**src/rtl/dfr_axi_lite_master.sv**
```systemverilog
// Single-outstanding AXI4-Lite master turning a valid/ready command stream into AXI4-Lite transfers.
// Optional watchdog abort enabled by defining DFR_AXI_MASTER_TIMEOUT_EN.
module dfr_axi_lite_master #(
    parameter int C_M_AXI_ADDR_WIDTH = 30,
    parameter int C_M_AXI_DATA_WIDTH = 32,
    parameter int TIMEOUT_CYCLES     = 1024
) (
    input  logic                            S_AXI_ACLK,
    input  logic                            S_AXI_ARESETN,

    input  logic                            cmd_valid,
    output logic                            cmd_ready,
    input  logic                            cmd_write,
    input  logic [C_M_AXI_ADDR_WIDTH-1:0]   cmd_addr,
    input  logic [C_M_AXI_DATA_WIDTH-1:0]   cmd_wdata,

    output logic                            rsp_valid,
    input  logic                            rsp_ready,
    output logic [C_M_AXI_DATA_WIDTH-1:0]   rsp_rdata,
    output logic [1:0]                      rsp_resp,
    output logic                            rsp_timeout,

    output logic                            busy,

    output logic [C_M_AXI_ADDR_WIDTH-1:0]   M_AXI_AWADDR,
    output logic                            M_AXI_AWVALID,
    input  logic                            M_AXI_AWREADY,

    output logic [C_M_AXI_DATA_WIDTH-1:0]   M_AXI_WDATA,
    output logic [C_M_AXI_DATA_WIDTH/8-1:0] M_AXI_WSTRB,
    output logic                            M_AXI_WVALID,
    input  logic                            M_AXI_WREADY,

    input  logic [1:0]                      M_AXI_BRESP,
    input  logic                            M_AXI_BVALID,
    output logic                            M_AXI_BREADY,

    output logic [C_M_AXI_ADDR_WIDTH-1:0]   M_AXI_ARADDR,
    output logic                            M_AXI_ARVALID,
    input  logic                            M_AXI_ARREADY,

    input  logic [C_M_AXI_DATA_WIDTH-1:0]   M_AXI_RDATA,
    input  logic [1:0]                      M_AXI_RRESP,
    input  logic                            M_AXI_RVALID,
    output logic                            M_AXI_RREADY
);

    localparam int STRB_W = C_M_AXI_DATA_WIDTH / 8;

    typedef enum logic [2:0] {
        IDLE = 3'd0,
        WR   = 3'd1,
        WB   = 3'd2,
        RA   = 3'd3,
        RD   = 3'd4,
        RSP  = 3'd5
    } state_t;

    state_t                        state_q, state_d;
    logic                          cmd_ready_q, cmd_ready_d;
    logic                          awvalid_q, awvalid_d;
    logic                          wvalid_q, wvalid_d;
    logic                          bready_q, bready_d;
    logic                          arvalid_q, arvalid_d;
    logic                          rready_q, rready_d;
    logic                          rsp_valid_q, rsp_valid_d;
    logic                          rsp_timeout_q, rsp_timeout_d;
    logic [1:0]                    rsp_resp_q, rsp_resp_d;
    logic [C_M_AXI_DATA_WIDTH-1:0] rsp_rdata_q, rsp_rdata_d;
    logic [C_M_AXI_ADDR_WIDTH-1:0] awaddr_q, awaddr_d;
    logic [C_M_AXI_ADDR_WIDTH-1:0] araddr_q, araddr_d;
    logic [C_M_AXI_DATA_WIDTH-1:0] wdata_q, wdata_d;
    logic [STRB_W-1:0]             wstrb_q, wstrb_d;

    logic active;
    logic wd_expire;

    assign active = (state_q == WR) || (state_q == WB) || (state_q == RA) || (state_q == RD);

`ifdef DFR_AXI_MASTER_TIMEOUT_EN
    localparam int CNT_W = $clog2(TIMEOUT_CYCLES + 1);

    logic [CNT_W-1:0] wd_cnt_q;

    // Counter holds the number of completed cycles in an AXI phase; expiry fires on the
    // edge that ends cycle number TIMEOUT_CYCLES.
    assign wd_expire = active && (wd_cnt_q == CNT_W'(TIMEOUT_CYCLES - 1));

    always_ff @(posedge S_AXI_ACLK) begin
        if (!S_AXI_ARESETN) begin
            wd_cnt_q <= '0;
        end else if (!active || wd_expire) begin
            wd_cnt_q <= '0;
        end else begin
            wd_cnt_q <= wd_cnt_q + 1'b1;
        end
    end
`else
    assign wd_expire = 1'b0;
`endif

    always_comb begin
        state_d       = state_q;
        awvalid_d     = awvalid_q;
        wvalid_d      = wvalid_q;
        bready_d      = bready_q;
        arvalid_d     = arvalid_q;
        rready_d      = rready_q;
        rsp_valid_d   = rsp_valid_q;
        rsp_timeout_d = rsp_timeout_q;
        rsp_resp_d    = rsp_resp_q;
        rsp_rdata_d   = rsp_rdata_q;
        awaddr_d      = awaddr_q;
        araddr_d      = araddr_q;
        wdata_d       = wdata_q;
        wstrb_d       = wstrb_q;

        unique case (state_q)
            IDLE: begin
                if (cmd_valid && cmd_ready_q) begin
                    if (cmd_write) begin
                        state_d   = WR;
                        awvalid_d = 1'b1;
                        wvalid_d  = 1'b1;
                        awaddr_d  = cmd_addr;
                        wdata_d   = cmd_wdata;
                        wstrb_d   = '1;
                    end else begin
                        state_d   = RA;
                        arvalid_d = 1'b1;
                        araddr_d  = cmd_addr;
                        wstrb_d   = '0;
                    end
                end
            end
            WR: begin
                if (awvalid_q && M_AXI_AWREADY) awvalid_d = 1'b0;
                if (wvalid_q && M_AXI_WREADY)   wvalid_d  = 1'b0;
                // Both channels retire independently; B phase starts once neither is pending.
                if (!awvalid_d && !wvalid_d) begin
                    state_d  = WB;
                    bready_d = 1'b1;
                end
            end
            WB: begin
                if (M_AXI_BVALID) begin
                    state_d     = RSP;
                    bready_d    = 1'b0;
                    rsp_valid_d = 1'b1;
                    rsp_resp_d  = M_AXI_BRESP;
                    rsp_rdata_d = '0;
                end
            end
            RA: begin
                if (M_AXI_ARREADY) begin
                    state_d   = RD;
                    arvalid_d = 1'b0;
                    rready_d  = 1'b1;
                end
            end
            RD: begin
                if (M_AXI_RVALID) begin
                    state_d     = RSP;
                    rready_d    = 1'b0;
                    rsp_valid_d = 1'b1;
                    rsp_resp_d  = M_AXI_RRESP;
                    rsp_rdata_d = M_AXI_RDATA;
                end
            end
            RSP: begin
                if (rsp_ready) begin
                    state_d       = IDLE;
                    rsp_valid_d   = 1'b0;
                    rsp_timeout_d = 1'b0;
                end
            end
            default: state_d = IDLE;
        endcase

        if (wd_expire) begin
            state_d       = RSP;
            awvalid_d     = 1'b0;
            wvalid_d      = 1'b0;
            bready_d      = 1'b0;
            arvalid_d     = 1'b0;
            rready_d      = 1'b0;
            rsp_valid_d   = 1'b1;
            rsp_timeout_d = 1'b1;
            rsp_resp_d    = 2'b10;
            rsp_rdata_d   = '0;
        end

        cmd_ready_d = (state_d == IDLE);
    end

    always_ff @(posedge S_AXI_ACLK) begin
        if (!S_AXI_ARESETN) begin
            state_q       <= IDLE;
            cmd_ready_q   <= 1'b0;
            awvalid_q     <= 1'b0;
            wvalid_q      <= 1'b0;
            bready_q      <= 1'b0;
            arvalid_q     <= 1'b0;
            rready_q      <= 1'b0;
            rsp_valid_q   <= 1'b0;
            rsp_timeout_q <= 1'b0;
            rsp_resp_q    <= '0;
            rsp_rdata_q   <= '0;
            awaddr_q      <= '0;
            araddr_q      <= '0;
            wdata_q       <= '0;
            wstrb_q       <= '0;
        end else begin
            state_q       <= state_d;
            cmd_ready_q   <= cmd_ready_d;
            awvalid_q     <= awvalid_d;
            wvalid_q      <= wvalid_d;
            bready_q      <= bready_d;
            arvalid_q     <= arvalid_d;
            rready_q      <= rready_d;
            rsp_valid_q   <= rsp_valid_d;
            rsp_timeout_q <= rsp_timeout_d;
            rsp_resp_q    <= rsp_resp_d;
            rsp_rdata_q   <= rsp_rdata_d;
            awaddr_q      <= awaddr_d;
            araddr_q      <= araddr_d;
            wdata_q       <= wdata_d;
            wstrb_q       <= wstrb_d;
        end
    end

    assign cmd_ready     = cmd_ready_q;
    assign rsp_valid     = rsp_valid_q;
    assign rsp_rdata     = rsp_rdata_q;
    assign rsp_resp      = rsp_resp_q;
    assign rsp_timeout   = rsp_timeout_q;
    assign busy          = (state_q != IDLE);

    assign M_AXI_AWADDR  = awaddr_q;
    assign M_AXI_AWVALID = awvalid_q;
    assign M_AXI_WDATA   = wdata_q;
    assign M_AXI_WSTRB   = wstrb_q;
    assign M_AXI_WVALID  = wvalid_q;
    assign M_AXI_BREADY  = bready_q;
    assign M_AXI_ARADDR  = araddr_q;
    assign M_AXI_ARVALID = arvalid_q;
    assign M_AXI_RREADY  = rready_q;

endmodule

```
**config.mk**
```make
export PLATFORM = sky130hd
export DESIGN_NAME = dfr_axi_lite_master
export DESIGN_NICKNAME = d
export VERILOG_FILES = /design/src/rtl/dfr_axi_lite_master.sv
export SDC_FILE = /design/constraint.sdc
export NUM_CORES = 1
export LEC_CHECK = 0
export BUFFER_PORTS_ARGS = -buffer_cell sky130_fd_sc_hd__buf_2
export CAP_MARGIN = 20
export CORE_MARGIN = 5
export CORE_UTILIZATION = 30
export DETAILED_ROUTE_END_ITERATION = 8
export PLACE_DENSITY = 0.64
export SLEW_MARGIN = 20
export SYNTH_ARGS = -nofsm -noshare
export SYNTH_HDL_FRONTEND = slang
export SYNTH_SLANG_ARGS = --single-unit
```
**constraint.sdc**
```tcl
create_clock -name S_AXI_ACLK -period 4.3 [get_ports S_AXI_ACLK]
set_input_delay 0.645 -clock S_AXI_ACLK [delete_from_list [all_inputs] [get_ports S_AXI_ACLK]]
set_output_delay 0.645 -clock S_AXI_ACLK [all_outputs]
set_load 0.03 [all_outputs]
```
## Word level (Yosys, flattened, before mapping)

Cells that the tools add are included.

- Bits in read-only memories: 0
- Memory bits (writable): 0
- Register bits: 140
- Output and inout port bits: 139
- Memories: 0
- Bits in latches: 0
- Input port bits: 108

- Shift-type cells: 0
- Magnitude comparators: 0
- Divide/modulo/power cells: 0
- Muxes and demuxes: 37
- Bitwise gates (word level): 1
- Reduce and logical (&&, ||, !) cells: 24
- Add/subtract/negate cells: 0
- Multiply operators: 0
- Eq/ne operators: 13

Operators with widths:

| kind | count |
|---|---|
| 32-bit 2-to-1 mux | 2 |
| 32-bit case mux with 2 select lines | 1 |
| 3-bit 2-to-1 mux | 6 |
| 3-bit case mux with 6 select lines | 1 |
| 3-bit AND reduction | 6 |
| 1-bit 2-to-1 mux | 16 |
| 2-bit != test (second input constant) | 7 |
| 1-bit case mux with 2 select lines | 5 |
| 2-bit nonzero test | 5 |
| 4-bit AND reduction | 2 |
| 3-bit by 2-bit equality test with 1-bit output (second input constant) | 2 |
| 3-bit equality test (second input constant) | 2 |
| 3-bit logical NOT | 2 |
| 2-bit 2-to-1 mux | 3 |
| 3-bit nonzero test | 2 |
| 1-bit logical AND | 4 |
| 4-bit 2-to-1 mux | 1 |
| 2-bit case mux with 2 select lines | 1 |
| 3-bit by 1-bit equality test with 1-bit output (second input constant) | 1 |
| 1-bit case mux with 3 select lines | 1 |
| 1-bit logical NOT | 2 |
| 2-bit by 1-bit != test with 1-bit output (second input constant) | 1 |
| 2-bit AND reduction | 1 |
| 1-bit inverter | 1 |

## Depth between registers and ports, before layout

Gate-level depths: netlist of run 1.

- Depth in word-level cells: 8
- Mapped depth: 7

## Least setup slack after synthesis of run 1

No wires, ideal clock.

- Kind: input-to-reg
- From: in cmd_valid
- To: reg araddr_q[26], in the netlist M_AXI_ARADDR[26]
- Arrival: 1.607 ns
- Stages: 6
- Required time: 4.168 ns
- Slack: 2.560 ns
- Cell sequence: nand4bb_1 -> or3_2 -> clkbuf_1 -> buf_2 -> nand2_1 -> a21oi_1

- Longest elaborated chain between the ends: 2

Ends and longest elaborated chain:

| element | line | source |
|---|---|---|
| start, declared | 11 | `input logic cmd_valid,` |
| 1-bit logical AND | 120 | `if (cmd_valid && cmd_ready_q) begin` |
| 3-bit AND reduction (no source line) | - |  |
| end signal, assigned | 226 | `araddr_q <= araddr_d;` |
| end, declared | 71 | `logic [C_M_AXI_ADDR_WIDTH-1:0] araddr_q, araddr_d;` |

Every way passes these cells.
A chain may end at the register's enable or synchronous reset.

## Final worst setup path of run 1

- From: reg state_q[2]
- To: out busy

- Longest elaborated chain between the ends: 1

Ends and longest elaborated chain:

| element | line | source |
|---|---|---|
| start, declared | 59 | `state_t state_q, state_d;` |
| start signal, assigned | 214 | `state_q <= state_d;` |
| 3-bit nonzero test | 237 | `assign busy = (state_q != IDLE);` |
| end, declared | 23 | `output logic busy,` |

Every way passes these cells.

==> flow_summary.yaml, run 1 <==
clock_tree:
  clock_sinks: 137
  clockBufferDepth: 2
  cts_hold_buf: 0
  cts_tree: "done"
  clock-root-buffer: "clkbuf_16"
  cts_setup_buffers: 0
  cts_resized: 0
  cts_buffers: 17
  h-tree-depth: 4
  clk_pin_slew_ns: 0.06
  clock_latency_ns: 0.42
drt:
  drc: 0
  ant_nets: 0
  wirelength_mm: 15.4
  vias: 4842
  first_pass_iters: 4
  vias_per_cell: 4.51
  wl_per_cell_um: 14.4
  drtIter0Drc: 216
timing:
  tns_ns: 0
  tightest_slew_ns: 0.690
  post-route-period-util_pct: 50.5
  max_freq_ghz: 0.461
  slew_viol_final: 0
  slew_headroom_pct: 54.0
  timing.hold.ws_ns: 0.439
  fin_ws_ns: 2.13
  rsz0062_at_grt: "false"
  hold_viol: 0
  setup_violations: 0
  period_needed_ns: 2.17
  fin_skew_ns: 0.0136
place:
  dp_cells: 1041
  io_buffers: 245
  globalplace.congestion: 0.792
  dp_slack_ns: 2.17
  postPlaceCellArea_um2: 6390
  dp_hpwl_mm: 10.8
worst_setup_path:
  path_class: "register to primary output"
  r2r_start: "state_q[0]"
  worstPathArrival_ns: 1.53
  worst_r2r_path_depth: 4
  cp_max_fo: 12
  worst_ep_required_time_ns: 3.65
  startpoint: "state_q[2]"
  cp-end-kind: "primary output"
  startpoint_type: "register"
worst_hold_path:
  hp-start: "M_AXI_BREADY"
  min_path_type: "register to register"
  min_path_cells: 2
yosys:
  yosysSeqAreaShare_pct: 54.1
  postSynthNetCount: 730
  synthCells: 622
  ys_types: 37
  yosys_most_used_dff: "dfxtp_1"
  ys_seq_elements: 137
  yosysWarnings: 0
  synth_area_um2: 5070
  syn_avg_cell_area_um2: 8.15
  postSynth.asyncResetShare_pct: 0
  synth-edff-count: 0
floorplan:
  rows: 47
  die_h_um: 140
  fp.dieW_um: 140
  pin_count: 247
  core_region_area_um2: 16600
  initial_core_util_pct: 30.6
  die_area_um2: 19600
final_layout:
  final_area_um2: 6990
  layout-drive-gt1-share_pct: 34.6
  final_nets: 948
  fillerInstances: 1743
  finalNonFillerCells: 1073
  diodes: 0
  multi_input_area_um2: 2080
  register_area_um2: 2740
  fin_util_pct: 42.2
  area_delta_synth_final_pct: 38.0
global_route:
  grt_max_degree: 70
  grt_pass1_wl_mm: 24.6
  overflow: 0
  grt_use_total_pct: 15.5
  antenna_found_initial: 1
  grt_pass1_vias: 4646
run_status:
  outcome: "completed"
power_and_ir_drop:
  finalPower_mw: 3.67
  power_density_nw_per_um2: 525
  p_leak_nw: 3.03
  ir_drop_v: 0.000253
flow_run:
  drv_cap: 0
[routing by layer]
layer,global-route usage [%],vias up,routed length (µm)
met3,5.49,26,1100
li1,-,2471,-
met2,25.4,144,7390
met5,0,-,13
met1,18.4,2199,6590
met4,6.53,2,340
[report_power, final]
| group | internal, mW | total [mW] | switching, mW |
|---|---|---|---|
| logic | 0.233 | 0.748 | 0.515 |
| clock network | 0.942 | 1.49 | 0.547 |
| registers | 1.37 | 1.44 | 0.0667 |
| total | 2.54 | 3.67 | 1.13 |
[area by class of cell]
class                           instances  area share (%)
Timing Repair Buffer                  251            18.2
Inverter                                4           0.250
Tap cell                              220            3.94
Clock inverter                         11            2.09
Sequential cell                       137            39.2
Multi-Input combinational cell        429            29.7
Clock buffer                           21            6.58
[placed cells by master (no fill, tap or decap), types with 3 or more instances in the layout]
cell and instances:
buf_2 245, nand2_1 186, dfxtp_1 137, a21oi_1 133, nand2b_1 34, nand3_1 33, clkbuf_16 17, nor2_1 8
buf_4 6, nand3b_1 5, o21ai_0 4, inv_1 3, bufinv_16 3, clkinv_4 3, clkinv_2 3
[Yosys cell counts (2+ instances only)]
cell type	number	area share, %
a211oi_1	2	0.30
a21oi_1	133	13
buf_1	5	0.37
buf_2	12	1.2
buf_4	6	0.89
buf_6	3	0.67
clkbuf_1	26	1.9
dfxtp_1	137	54
inv_1	3	0.22
mux2i_1	2	0.39
nand2_1	186	14
nand2b_1	34	4.2
nand3_1	33	3.3
nand3b_1	5	0.74
nor2_1	8	0.59
nor3_1	2	0.20
o21ai_0	4	0.39
or3_2	2	0.30
[worst paths after layout]
path                  end  slack [ns]
max reg2reg     cmd_ready        2.31
min          M_AXI_BREADY        0.44
min reg2reg  M_AXI_BREADY        0.44
max                  busy        2.13
[kinds of logic (layout without fill, tap and decap cells)]
| group | after synthesis | count (layout) | synth area share (%) |
|---|---|---|---|
| AOI/OAI and AO/OA | 142 | 142 | 14.4 |
| buffers and inverters | 56 | 287 | 5.33 |
| DFF | 137 | 137 | 54.1 |
| muxes | 2 | 2 | 0.395 |
| other | 1 | 1 | 0.0740 |
| and+or+nand+nor | 284 | 284 | 25.7 |
[worst max-delay path, cell delays in order, from the launching register on]
cell     delay, ns
dfxtp_1       0.42
or3_2         0.50
buf_2         0.19
[registers in the layout (all words and copies together) (netlist names)]
name	flops
M_AXI_AWADDR	30
M_AXI_WVALID	1
M_AXI_RREADY	1
cmd_ready	1
rsp_rdata	32
rsp_valid	1
M_AXI_ARADDR	30
M_AXI_WSTRB	1
rsp_resp	2
M_AXI_WDATA	32
state_q	3
M_AXI_AWVALID	1
M_AXI_BREADY	1
M_AXI_ARVALID	1
(Power assumes the default switching activity.)
==> inputs of run 2 (changes only) <==
- clock period: 4.3 -> 2.2 ns (I/O delays scaled with it)
==> run 2 against run 1 <==
  * Hold slack worse by 0.29 ns
  * Sequential share of layout area decreased by 0.63 points
  * Final cell count is 0.56% higher
  * Combinational power increased by 110%
  * Sequential cell count unchanged
==> flow_summary.yaml, run 2 (synthesis results as in run 1) <==
drt:
  vias: 4906
  drc: 0
  wirelength_mm: 15.8
  ant_nets: 0
  first_pass_iters: 4
  drtIter0Drc: 201
  wl_per_cell_um: 14.6
  vias_per_cell: 4.55
place:
  dp_hpwl_mm: 11.0
  dp_cells: 1047
  globalplace.congestion: 0.809
  io_buffers: 245
  postPlaceCellArea_um2: 6500
timing:
  rsz0062_at_grt: "false"
  tightest_slew_ns: 0.653
  hold_viol: 0
  period_needed_ns: 1.87
  setup_violations: 0
  tns_ns: 0
  slew_viol_final: 0
  post-route-period-util_pct: 84.9
  max_freq_ghz: 0.536
  fin_skew_ns: 0.00878
  slew_headroom_pct: 56.5
global_route:
  grt_busiest_layer: "met2"
  grtUsageMet1_pct: 18.3
  grtUsageMet2_pct: 26.0
  grt_pass1_vias: 4578
  grt_pass1_wl_mm: 24.4
  antenna_found_initial: 0
  grt_max_degree: 70
  use_met3_pct: 5.62
  overflow: 0
  grt_use_total_pct: 15.6
final_layout:
  final_area_um2: 7110
  diodes: 0
  finalNonFillerCells: 1079
  layout_common_cells: "245 x buf_2, 186 x nand2_1, 137 x dfxtp_1"
  layout_commonest_cell: "buf_2"
  layout-drive-gt1-share_pct: 35.2
  area_delta_synth_final_pct: 40.2
  final_nets: 954
  fillerInstances: 1746
clock_tree:
  cts_resized: 0
  cts_tree: "done"
  clock-root-buffer: "clkbuf_16"
  cts_hold_buf: 0
  clk_pin_slew_ns: 0.06
  clock_sinks: 137
  clock_latency_ns: 0.42
  h-tree-depth: 4
  cts_setup_buffers: 0
  cts_buffers: 17
  clockBufferDepth: 2
worst_setup_path:
  cp_max_fo: 33
  cpPeakStageDelay_ns: 0.76
  cp-end-kind: "register"
  startpoint: "state_q[1]"
  startpoint_type: "register"
  r2r_start: "state_q[1]"
  path_cells: "nand4bb_1, or3_2, nand2_1, a21oi_1"
  worstPathArrival_ns: 2.14
  path_class: "register to register"
  worst_ep_required_time_ns: 2.47
  crit_slowest_cell: "or3_2"
worst_hold_path:
  min_path_type: "input pin to register"
  hp-start: "cmd_wdata[27]"
floorplan:
  rows: 47
  initial_core_util_pct: 30.6
  die_h_um: 140
  die_area_um2: 19600
  core_region_area_um2: 16600
  fp.dieW_um: 140
  pin_count: 247
run_status:
  outcome: "completed"
flow_run:
  drv_cap: 0
power_and_ir_drop:
  finalPower_mw: 7.24
  p_leak_nw: 3.10
  power_density_nw_per_um2: 1020
  ir_drop_v: 0.000520
[run 2: critical path, delay by kind of cell, from the launching register on]
kind	cells	cell delay, ns
DFF	1	0.42
AOI/OAI and AO/OA	1	0.08
and+or+nand+nor	3	1.22
[run 2: per-layer routing]
metal / vias to the layer above / share of wire [%]
met5: - / 0
met1: 2251 / 42
met2: 150 / 48
li1: 2485 / -
met4: 0 / 2.0
met3: 20 / 7.1
[run 2: final cells by class]
class | count | area, µm² | share of cell area, %
flip-flops and latches | 137 | 2740 | 38.6
multi-input cells | 429 | 2080 | 29.2
repair buffers | 257 | 1390 | 19.6
clock buffers | 20 | 457 | 6.42
well taps | 220 | 275 | 3.87
clock inverters | 12 | 149 | 2.09
inverters | 4 | 17.5 | 0.246
[run 2: path summary, 6_finish.rpt]
path         cells after the start  slack [ns]               end
max                              4        0.33   M_AXI_ARADDR[0]
min                              3        0.15   M_AXI_WDATA[27]
max reg2reg                      4        0.33   M_AXI_ARADDR[0]
min reg2reg                      2        0.45  M_AXI_ARADDR[29]
[run 2: power by group]
part           internal, mW  total, mW  switching (mW)
sequential             2.68       2.79           0.112
clock                  1.84       2.91            1.07
combinational         0.506       1.55            1.04
[run 2: stage by stage]
stage	setup slack (ns)	util [%]	hold slack [ns]
CTS	0.310	42.9	0.130
global placement	0.348	39.2	0.431
finish	0.333	42.9	0.153
global route	0.129	42.9	0.136
detailed placement	0.331	39.2	0.434
floorplan	0.563	-	0.466
